### src/rtl/riscv_pkg.sv
// Shared definitions for the 5-stage RISC-V core: widths, reset PC, the NOP
// encoding and the prefetch FIFO entry layout.
package riscv_pkg;

  localparam int unsigned     XLEN      = 32;
  localparam logic [XLEN-1:0] RESET_PC  = 32'h0000_0000;
  localparam logic [31:0]     NOP_INSTR = 32'h0000_0013;

  typedef struct packed {
    logic [XLEN-1:0] pc;
    logic [31:0]     instr;
  } fetch_entry_t;

endpackage

### src/rtl/fetch_fifo.sv
// Prefetch FIFO between the instruction-memory response port and the IF/ID
// register. Clear has priority over a same-cycle push.
module fetch_fifo
  import riscv_pkg::*;
#(
  parameter int unsigned DEPTH = 2
) (
  input  logic                         clk,
  input  logic                         rst_n,
  input  logic                         push,
  input  fetch_entry_t                 push_data,
  input  logic                         pop,
  input  logic                         clear,
  output fetch_entry_t                 pop_data,
  output logic [$clog2(DEPTH+1)-1:0]   count,
  output logic                         empty,
  output logic                         full
);

  localparam int unsigned CNT_W = $clog2(DEPTH + 1);
  localparam int unsigned PTR_W = (DEPTH > 1) ? $clog2(DEPTH) : 1;

  fetch_entry_t       mem_q [DEPTH];
  fetch_entry_t       mem_d [DEPTH];
  logic [PTR_W-1:0]   rd_ptr_q, rd_ptr_d;
  logic [PTR_W-1:0]   wr_ptr_q, wr_ptr_d;
  logic [CNT_W-1:0]   count_q, count_d;
  logic               do_push, do_pop;

  function automatic logic [PTR_W-1:0] ptr_inc(input logic [PTR_W-1:0] p);
    return (p == PTR_W'(DEPTH - 1)) ? '0 : p + PTR_W'(1);
  endfunction

  assign empty    = (count_q == '0);
  assign full     = (count_q == CNT_W'(DEPTH));
  assign count    = count_q;
  assign pop_data = mem_q[rd_ptr_q];

  // Push on a full FIFO is only accepted when a pop frees the head slot.
  assign do_pop  = pop && !empty;
  assign do_push = push && (!full || do_pop);

  always_comb begin
    mem_d    = mem_q;
    rd_ptr_d = rd_ptr_q;
    wr_ptr_d = wr_ptr_q;
    count_d  = count_q;
    if (clear) begin
      rd_ptr_d = '0;
      wr_ptr_d = '0;
      count_d  = '0;
    end else begin
      if (do_push) begin
        mem_d[wr_ptr_q] = push_data;
        wr_ptr_d        = ptr_inc(wr_ptr_q);
      end
      if (do_pop) begin
        rd_ptr_d = ptr_inc(rd_ptr_q);
      end
      count_d = count_q + CNT_W'(do_push) - CNT_W'(do_pop);
    end
  end

  always_ff @(posedge clk or negedge rst_n) begin
    if (!rst_n) begin
      rd_ptr_q <= '0;
      wr_ptr_q <= '0;
      count_q  <= '0;
    end else begin
      rd_ptr_q <= rd_ptr_d;
      wr_ptr_q <= wr_ptr_d;
      count_q  <= count_d;
    end
  end

  always_ff @(posedge clk) begin
    mem_q <= mem_d;
  end

endmodule

### src/rtl/fetch_stage.sv
// IF stage and IF/ID register: PC, credit-limited imem requests, discard of
// wrong-path responses after a redirect, and the decode-facing pipeline register.
module fetch_stage #(
  parameter int unsigned            XLEN       = riscv_pkg::XLEN,
  parameter logic [XLEN-1:0]        RESET_PC   = riscv_pkg::RESET_PC,
  parameter int unsigned            FIFO_DEPTH = 2
) (
  input  logic            clk,
  input  logic            rst_n,
  input  logic            StallF,
  input  logic            StallD,
  input  logic            FlushD,
  input  logic            PCSrcE,
  input  logic [XLEN-1:0] PCTargetE,
  output logic            imem_req,
  output logic [XLEN-1:0] imem_addr,
  input  logic            imem_gnt,
  input  logic            imem_rvalid,
  input  logic [31:0]     imem_rdata,
  output logic [31:0]     InstrD,
  output logic [XLEN-1:0] PCD,
  output logic [XLEN-1:0] PCPlus4D,
  output logic            ValidD
);

  import riscv_pkg::*;

  localparam int unsigned CNT_W = $clog2(FIFO_DEPTH + 1);
  localparam int unsigned OCC_W = CNT_W + 1;

  logic [XLEN-1:0]  pcf_q, pcf_d;
  logic [XLEN-1:0]  resp_pc_q, resp_pc_d;
  logic [CNT_W-1:0] outstanding_q, outstanding_d;
  logic [CNT_W-1:0] drop_cnt_q, drop_cnt_d;
  logic [31:0]      instr_d_q, instr_d_d;
  logic [XLEN-1:0]  pc_d_q, pc_d_d;
  logic [XLEN-1:0]  pc_plus4_d_q, pc_plus4_d_d;
  logic             valid_d_q, valid_d_d;

  logic [XLEN-1:0]  redirect_pc;
  logic [OCC_W-1:0] occupancy;
  logic             grant, resp, resp_drop, resp_keep;
  logic             fifo_pop, fifo_empty, fifo_full;
  logic [CNT_W-1:0] fifo_count;
  fetch_entry_t     fifo_head, fifo_in;

  assign redirect_pc = PCTargetE & ~XLEN'(3);
  assign fifo_pop    = !FlushD && !StallD && !fifo_empty;

  // The slot freed by this cycle's pop is credited immediately so a
  // zero-wait memory sustains one fetch per cycle with a 2-entry FIFO.
  assign occupancy = OCC_W'(fifo_count) - OCC_W'(fifo_pop) + OCC_W'(outstanding_q);
  assign imem_req  = rst_n && !StallF && !PCSrcE && !(fifo_full && !fifo_pop)
                     && (occupancy < OCC_W'(FIFO_DEPTH));
  assign imem_addr = pcf_q;

  assign grant     = imem_req && imem_gnt;
  assign resp      = imem_rvalid && (outstanding_q != '0);
  assign resp_drop = resp && (drop_cnt_q != '0);
  assign resp_keep = resp && !resp_drop;
  assign fifo_in   = '{pc: resp_pc_q, instr: imem_rdata};

  fetch_fifo #(
    .DEPTH (FIFO_DEPTH)
  ) u_fifo (
    .clk       (clk),
    .rst_n     (rst_n),
    .push      (resp_keep),
    .push_data (fifo_in),
    .pop       (fifo_pop),
    .clear     (PCSrcE),
    .pop_data  (fifo_head),
    .count     (fifo_count),
    .empty     (fifo_empty),
    .full      (fifo_full)
  );

  // resp_pc tracks the PC of the next response that will be kept.
  always_comb begin
    pcf_d         = pcf_q;
    resp_pc_d     = resp_pc_q;
    outstanding_d = outstanding_q + CNT_W'(grant) - CNT_W'(resp);
    drop_cnt_d    = drop_cnt_q - CNT_W'(resp_drop);
    if (grant) begin
      pcf_d = pcf_q + XLEN'(4);
    end
    if (resp_keep) begin
      resp_pc_d = resp_pc_q + XLEN'(4);
    end
    if (PCSrcE) begin
      pcf_d      = redirect_pc;
      resp_pc_d  = redirect_pc;
      drop_cnt_d = outstanding_d;
    end
  end

  always_comb begin
    instr_d_d    = instr_d_q;
    pc_d_d       = pc_d_q;
    pc_plus4_d_d = pc_plus4_d_q;
    valid_d_d    = valid_d_q;
    if (FlushD) begin
      valid_d_d = 1'b0;
      instr_d_d = NOP_INSTR;
    end else if (!StallD) begin
      if (!fifo_empty) begin
        valid_d_d    = 1'b1;
        instr_d_d    = fifo_head.instr;
        pc_d_d       = fifo_head.pc;
        pc_plus4_d_d = fifo_head.pc + XLEN'(4);
      end else begin
        valid_d_d = 1'b0;
        instr_d_d = NOP_INSTR;
      end
    end
  end

  always_ff @(posedge clk or negedge rst_n) begin
    if (!rst_n) begin
      pcf_q         <= RESET_PC;
      resp_pc_q     <= RESET_PC;
      outstanding_q <= '0;
      drop_cnt_q    <= '0;
      instr_d_q     <= NOP_INSTR;
      pc_d_q        <= '0;
      pc_plus4_d_q  <= XLEN'(4);
      valid_d_q     <= 1'b0;
    end else begin
      pcf_q         <= pcf_d;
      resp_pc_q     <= resp_pc_d;
      outstanding_q <= outstanding_d;
      drop_cnt_q    <= drop_cnt_d;
      instr_d_q     <= instr_d_d;
      pc_d_q        <= pc_d_d;
      pc_plus4_d_q  <= pc_plus4_d_d;
      valid_d_q     <= valid_d_d;
    end
  end

  assign InstrD   = instr_d_q;
  assign PCD      = pc_d_q;
  assign PCPlus4D = pc_plus4_d_q;
  assign ValidD   = valid_d_q;

endmodule

### config.mk
export PLATFORM = sky130hd
export DESIGN_NAME = fetch_stage
export DESIGN_NICKNAME = d
export VERILOG_FILES = /design/src/rtl/riscv_pkg.sv /design/src/rtl/fetch_fifo.sv /design/src/rtl/fetch_stage.sv
export SDC_FILE = /design/constraint.sdc
export NUM_CORES = 1
export LEC_CHECK = 0
export BUFFER_PORTS_ARGS = -buffer_cell sky130_fd_sc_hd__buf_2
export CORE_MARGIN = 2
export CORE_UTILIZATION = 51
export DETAILED_ROUTE_END_ITERATION = 10
export PLACE_DENSITY_LB_ADDON = 0.1
export SYNTH_ARGS = -nofsm -noshare
export SYNTH_HDL_FRONTEND = slang
export SYNTH_SLANG_ARGS = --single-unit
### constraint.sdc
create_clock -name clk -period 7.6 [get_ports clk]
set_input_delay 1.52 -clock clk [delete_from_list [all_inputs] [get_ports clk]]
set_output_delay 1.52 -clock clk [all_outputs]
set_load 0.02 [all_outputs]
==> qor.json <==
{
  "cts_repair_resize_count": {"value": 0},
  "tritoncts_num_sinks": {"value": 285},
  "cp.arrival": {"value": 3940, "unit": "ps"},
  "input_output_buffers": {"value": 193},
  "wire_length_of_the_first_global_routing_pass": {"value": 44900, "unit": "µm"},
  "syn-instance-count": {"value": 1090},
  "grt_antenna_before_repair": {"value": 0},
  "cts.repair_timing.setup_buffer_count": {"value": 0},
  "synth_flop_cell": {"value": "sky130_fd_sc_hd__dfrtp_1"},
  "via_count": {"value": 8900},
  "path_buf_inv": {"value": 5},
  "setup.worst_path.end_class": {"value": "output port"},
  "final.hold.worst_slack": {"value": 465, "unit": "ps"},
  "standard_cell_area_after_detailed_placement": {"value": 0.0138, "unit": "mm²"},
  "final_net_count": {"value": 1357},
  "floorplan.die.height": {"value": 161, "unit": "µm"},
  "initial_core_utilization": {"value": 51.7, "unit": "%"},
  "final_min_period_over_clock_period": {"value": 71.8, "unit": "%"},
  "fp.dieArea": {"value": 0.0258, "unit": "mm²"},
  "outcome": {"value": "finished, final reports clean"},
  "fill_cells": {"value": 2039},
  "power_share_of_the_combinational_group": {"value": 23.3, "unit": "%"},
  "yosysMostFrequentCell": {"value": "sky130_fd_sc_hd__nand2_1"},
  "timing_worst_slew_pin_value": {"value": 939, "unit": "ps"},
  "synth_largest_area_cell": {"value": "sky130_fd_sc_hd__dfrtp_1"},
  "slew_headroom": {"value": 37.4, "unit": "%"},
  "edff_count_synth": {"value": 124},
  "floorplan.die.width": {"value": 161, "unit": "µm"},
  "antenna_violating_nets_post_route": {"value": 0},
  "synth.cell_area": {"value": 0.0125, "unit": "mm²"},
  "cts.htree.levels": {"value": 1},
  "grt_pass1_vias": {"value": 8388},
  "power-per-cell-area": {"value": 312, "unit": "mW/mm²"},
  "clk_pin_slew": {"value": 60, "unit": "ps"},
  "io_pins": {"value": 202},
  "rows": {"value": 57},
  "num_antenna_cells": {"value": 0},
  "leakage_power": {"value": 6.08, "unit": "nW"},
  "drc": {"value": 0},
  "critical_path_startpoint_category": {"value": "primary input"},
  "drt-vias-per-instance": {"value": 5.49},
  "cts_tree": {"value": "done"},
  "yosysWarningCount": {"value": 0},
  "first_pass_iters": {"value": 5},
  "clock_power_share": {"value": 31.2, "unit": "%"},
  "grt_setup_unrepaired": {"value": "false"},
  "setup_skew": {"value": 11.2, "unit": "ps"},
  "irDropWorstVdd": {"value": 175, "unit": "µV"},
  "ranking_of_synthesized_cells_by_area": {"value": "sky130_fd_sc_hd__dfrtp_1 (31%), sky130_fd_sc_hd__edfxtp_1 (30%), sky130_fd_sc_hd__nand2_1 (5.3%), sky130_fd_sc_hd__mux2i_1 (4.5%), sky130_fd_sc_hd__o21ai_0 (4.4%)"},
  "drt-total-wl": {"value": 27800, "unit": "µm"},
  "clock_insertion_delay_worst_skew": {"value": 550, "unit": "ps"},
  "sequential_power_share": {"value": 45.6, "unit": "%"},
  "dpl.hpwl": {"value": 18600, "unit": "µm"},
  "ys_seq_area_share": {"value": 61.9, "unit": "%"},
  "maxCapViolCount": {"value": 0},
  "clockBufferDepth": {"value": 3},
  "power": {"value": 4.61, "unit": "mW"},
  "drt-wirelength-per-cell": {"value": 17.1, "unit": "µm"},
  "postLayoutSetupSlackWorst": {"value": 2140, "unit": "ps"},
  "drive_gt1_share": {"value": 21.6, "unit": "%"},
  "finalWeightedCongestion": {"value": 0.845},
  "grt_start_max_net_pins": {"value": 74},
  "first_iter_violations": {"value": 641},
  "groute.usage.overall": {"value": 21.4, "unit": "%"},
  "internal_power": {"value": 3.13, "unit": "mW"},
  "power.share.switching": {"value": 32.2, "unit": "%"},
  "synth_top_area_share": {"value": 31.3, "unit": "%"},
  "finalSetupViolCount": {"value": 0},
  "design_area": {"value": 0.0148, "unit": "mm²"},
  "max_slew_violation_count": {"value": 0},
  "timing_hold_violations_final": {"value": 0},
  "worst_hold_path_type": {"value": "flop to flop"},
  "synth_cell_types": {"value": 59},
  "core_region_area": {"value": 0.0242, "unit": "mm²"},
  "synthesized_area_divided_by_synthesized_cell_count": {"value": 11.5, "unit": "µm²"},
  "path_class": {"value": "primary input to output port"},
  "switching_power": {"value": 1.49, "unit": "mW"},
  "crit_path_required_time": {"value": 6080, "unit": "ps"},
  "finalSetupTns": {"value": 0, "unit": "ps"},
  "worstPathMaxFanout": {"value": 22},
  "ys_ff_latch": {"value": 285},
  "critical_path.max_stage_delay": {"value": 470, "unit": "ps"},
  "synth-async-reset-ratio": {"value": 56.5, "unit": "%"},
  "cp_top_family": {"value": "simple AND/OR/NAND/NOR gates"},
  "synth_common_cells": {"value": "sky130_fd_sc_hd__nand2_1 (178), sky130_fd_sc_hd__dfrtp_1 (157), sky130_fd_sc_hd__edfxtp_1 (124), sky130_fd_sc_hd__o21ai_0 (111), sky130_fd_sc_hd__mux2i_1 (56)"},
  "holdBufCountCts": {"value": 0},
  "syn_to_final_growth": {"value": 18.0, "unit": "%"},
  "max_freq": {"value": 183, "unit": "MHz"},
  "path_cells": {"value": "buf_2 -> nor2_1 -> o21ai_4 -> inv_1 -> buf_4 -> ha_1 -> inv_1 -> nand2_1 -> fa_1 -> nor4bb_1 -> nand2_1 -> nor2_1 -> buf_2"},
  "dp_worst_setup_slack": {"value": 1830, "unit": "ps"},
  "finalWorstPathRequiredPeriod": {"value": 5460, "unit": "ps"},
  "tritoncts.num_buffers": {"value": 30},
  "critical_path.slowest_cell": {"value": "sky130_fd_sc_hd__fa_1"},
  "grt_remaining_overflow": {"value": 0},
  "cts_root_buffer": {"value": "sky130_fd_sc_hd__clkbuf_16"}
}
## path summary, 6_finish.rpt
check	end	slack, ps	cells after the start	startpoint
hold reg to reg	PCPlus4D[2]$_DFFE_PN1P_	470	2	PCPlus4D[2]$_DFFE_PN1P_
setup reg to reg	drop_cnt_q[1]$_DFF_PN0_	3390	17	u_fifo.count[1]$_DFF_PN0_
max in group asynchronous	u_fifo.rd_ptr_q$_DFFE_PN0P_	4620	3	rst_n
hold / removal	PCPlus4D[2]$_DFFE_PN1P_	470	2	PCPlus4D[2]$_DFFE_PN1P_
setup / recovery	imem_req	2140	13	StallD
min in group asynchronous	resp_pc_q[25]$_DFFE_PN0N_	900	1	rst_n
## state kept, by name, summed over array words and instances (netlist names)
| name | cells |
|---|---|
| drop_cnt_q | 2 |
| ValidD | 1 |
| u_fifo.count | 2 |
| imem_addr | 30 |
| u_fifo.rd_ptr_q | 1 |
| resp_pc_q | 30 |
| PCD | 30 |
| u_fifo.wr_ptr_q | 1 |
| PCPlus4D | 30 |
| InstrD | 32 |
| u_fifo.mem_q | 124 |
| outstanding_q | 2 |
## worst reg2reg max path: cells and delay by family (launching register included)
family / cells / cell delay, ps
AND/OR/NAND/NOR: 3 / 430
adder cells (fa/ha/maj): 4 / 1280
AO/OA/AOI/OAI: 3 / 1050
flip-flops: 1 / 460
buffers and inverters: 5 / 610
XOR/XNOR: 2 / 320
## through the flow
stage	std cells	utilization (%)
after floorplan	1095	-
after global placement	1566	56.9
after detailed placement	1566	56.9
after CTS	1622	61.0
after global routing	1622	61.0
final	1622	61.0
## metal layers
layer	part of all wire, %	up-vias	track usage [%]	wire length [µm]
li1	-	4348	-	-
met1	50	4254	34.4	13900
met2	43	274	31.7	12000
met3	5.7	24	2.82	1580
met4	1.1	0	3.81	304
met5	0	-	0	0
## power by group through the flow
| stage | combinational, mW | clock (mW) | sequential, mW |
|---|---|---|---|
| after floorplan | 0.507 | 0 | 2.31 |
| after global placement | 1.06 | 0 | 2.12 |
| after detailed placement | 1.09 | 0 | 2.13 |
| after CTS | 1.09 | 1.47 | 2.10 |
| after global routing | 1.19 | 1.53 | 2.14 |
| final | 1.07 | 1.44 | 2.10 |
## cells by family (layout without fill, tap and decap cells)
kind of cell | count (synthesis) | in the layout | share of synthesized area [%]
and+or+nand+nor | 391 | 391 | 15.3
DFF | 285 | 285 | 61.9
AOI/OAI and AO/OA | 206 | 206 | 10.1
buffers and inverters | 80 | 283 | 2.74
muxes | 64 | 64 | 5.19
xor gates and xnor gates | 52 | 52 | 3.63
adders and majority gates | 11 | 11 | 1.16
other | 1 | 6 | 0.0299
## layout make-up
class | instances | area, µm² | share of cell area, %
clock buffer | 43 | 871 | 5.89
clock inverter | 13 | 120 | 0.812
inverter | 20 | 75.1 | 0.508
multi-input combinational | 730 | 4480 | 30.3
sequential | 285 | 7760 | 52.5
tap | 324 | 405 | 2.74
timing repair buffer | 207 | 1080 | 7.28
## cell usage in the layout, fill, tap and decap left out, types with 8 or more instances in the layout
cell type,instances
sky130_fd_sc_hd__o211ai_1,10
sky130_fd_sc_hd__o311ai_0,18
sky130_fd_sc_hd__nand3b_1,10
sky130_fd_sc_hd__nand2_1,178
sky130_fd_sc_hd__clkbuf_16,31
sky130_fd_sc_hd__buf_2,192
sky130_fd_sc_hd__xor2_1,13
sky130_fd_sc_hd__buf_4,14
sky130_fd_sc_hd__mux2_2,8
sky130_fd_sc_hd__dfrtp_1,156
sky130_fd_sc_hd__edfxtp_1,124
sky130_fd_sc_hd__o21ai_0,111
sky130_fd_sc_hd__nand4_1,26
sky130_fd_sc_hd__xnor2_1,39
sky130_fd_sc_hd__and3_1,14
sky130_fd_sc_hd__nor2_1,41
sky130_fd_sc_hd__ha_1,10
sky130_fd_sc_hd__nand3_1,48
sky130_fd_sc_hd__inv_1,19
sky130_fd_sc_hd__mux2i_1,56
sky130_fd_sc_hd__a21oi_1,12
sky130_fd_sc_hd__nor3_1,15
sky130_fd_sc_hd__nor4_1,14
sky130_fd_sc_hd__a31oi_1,12
Note: power is estimated with default switching activity, not from simulation.
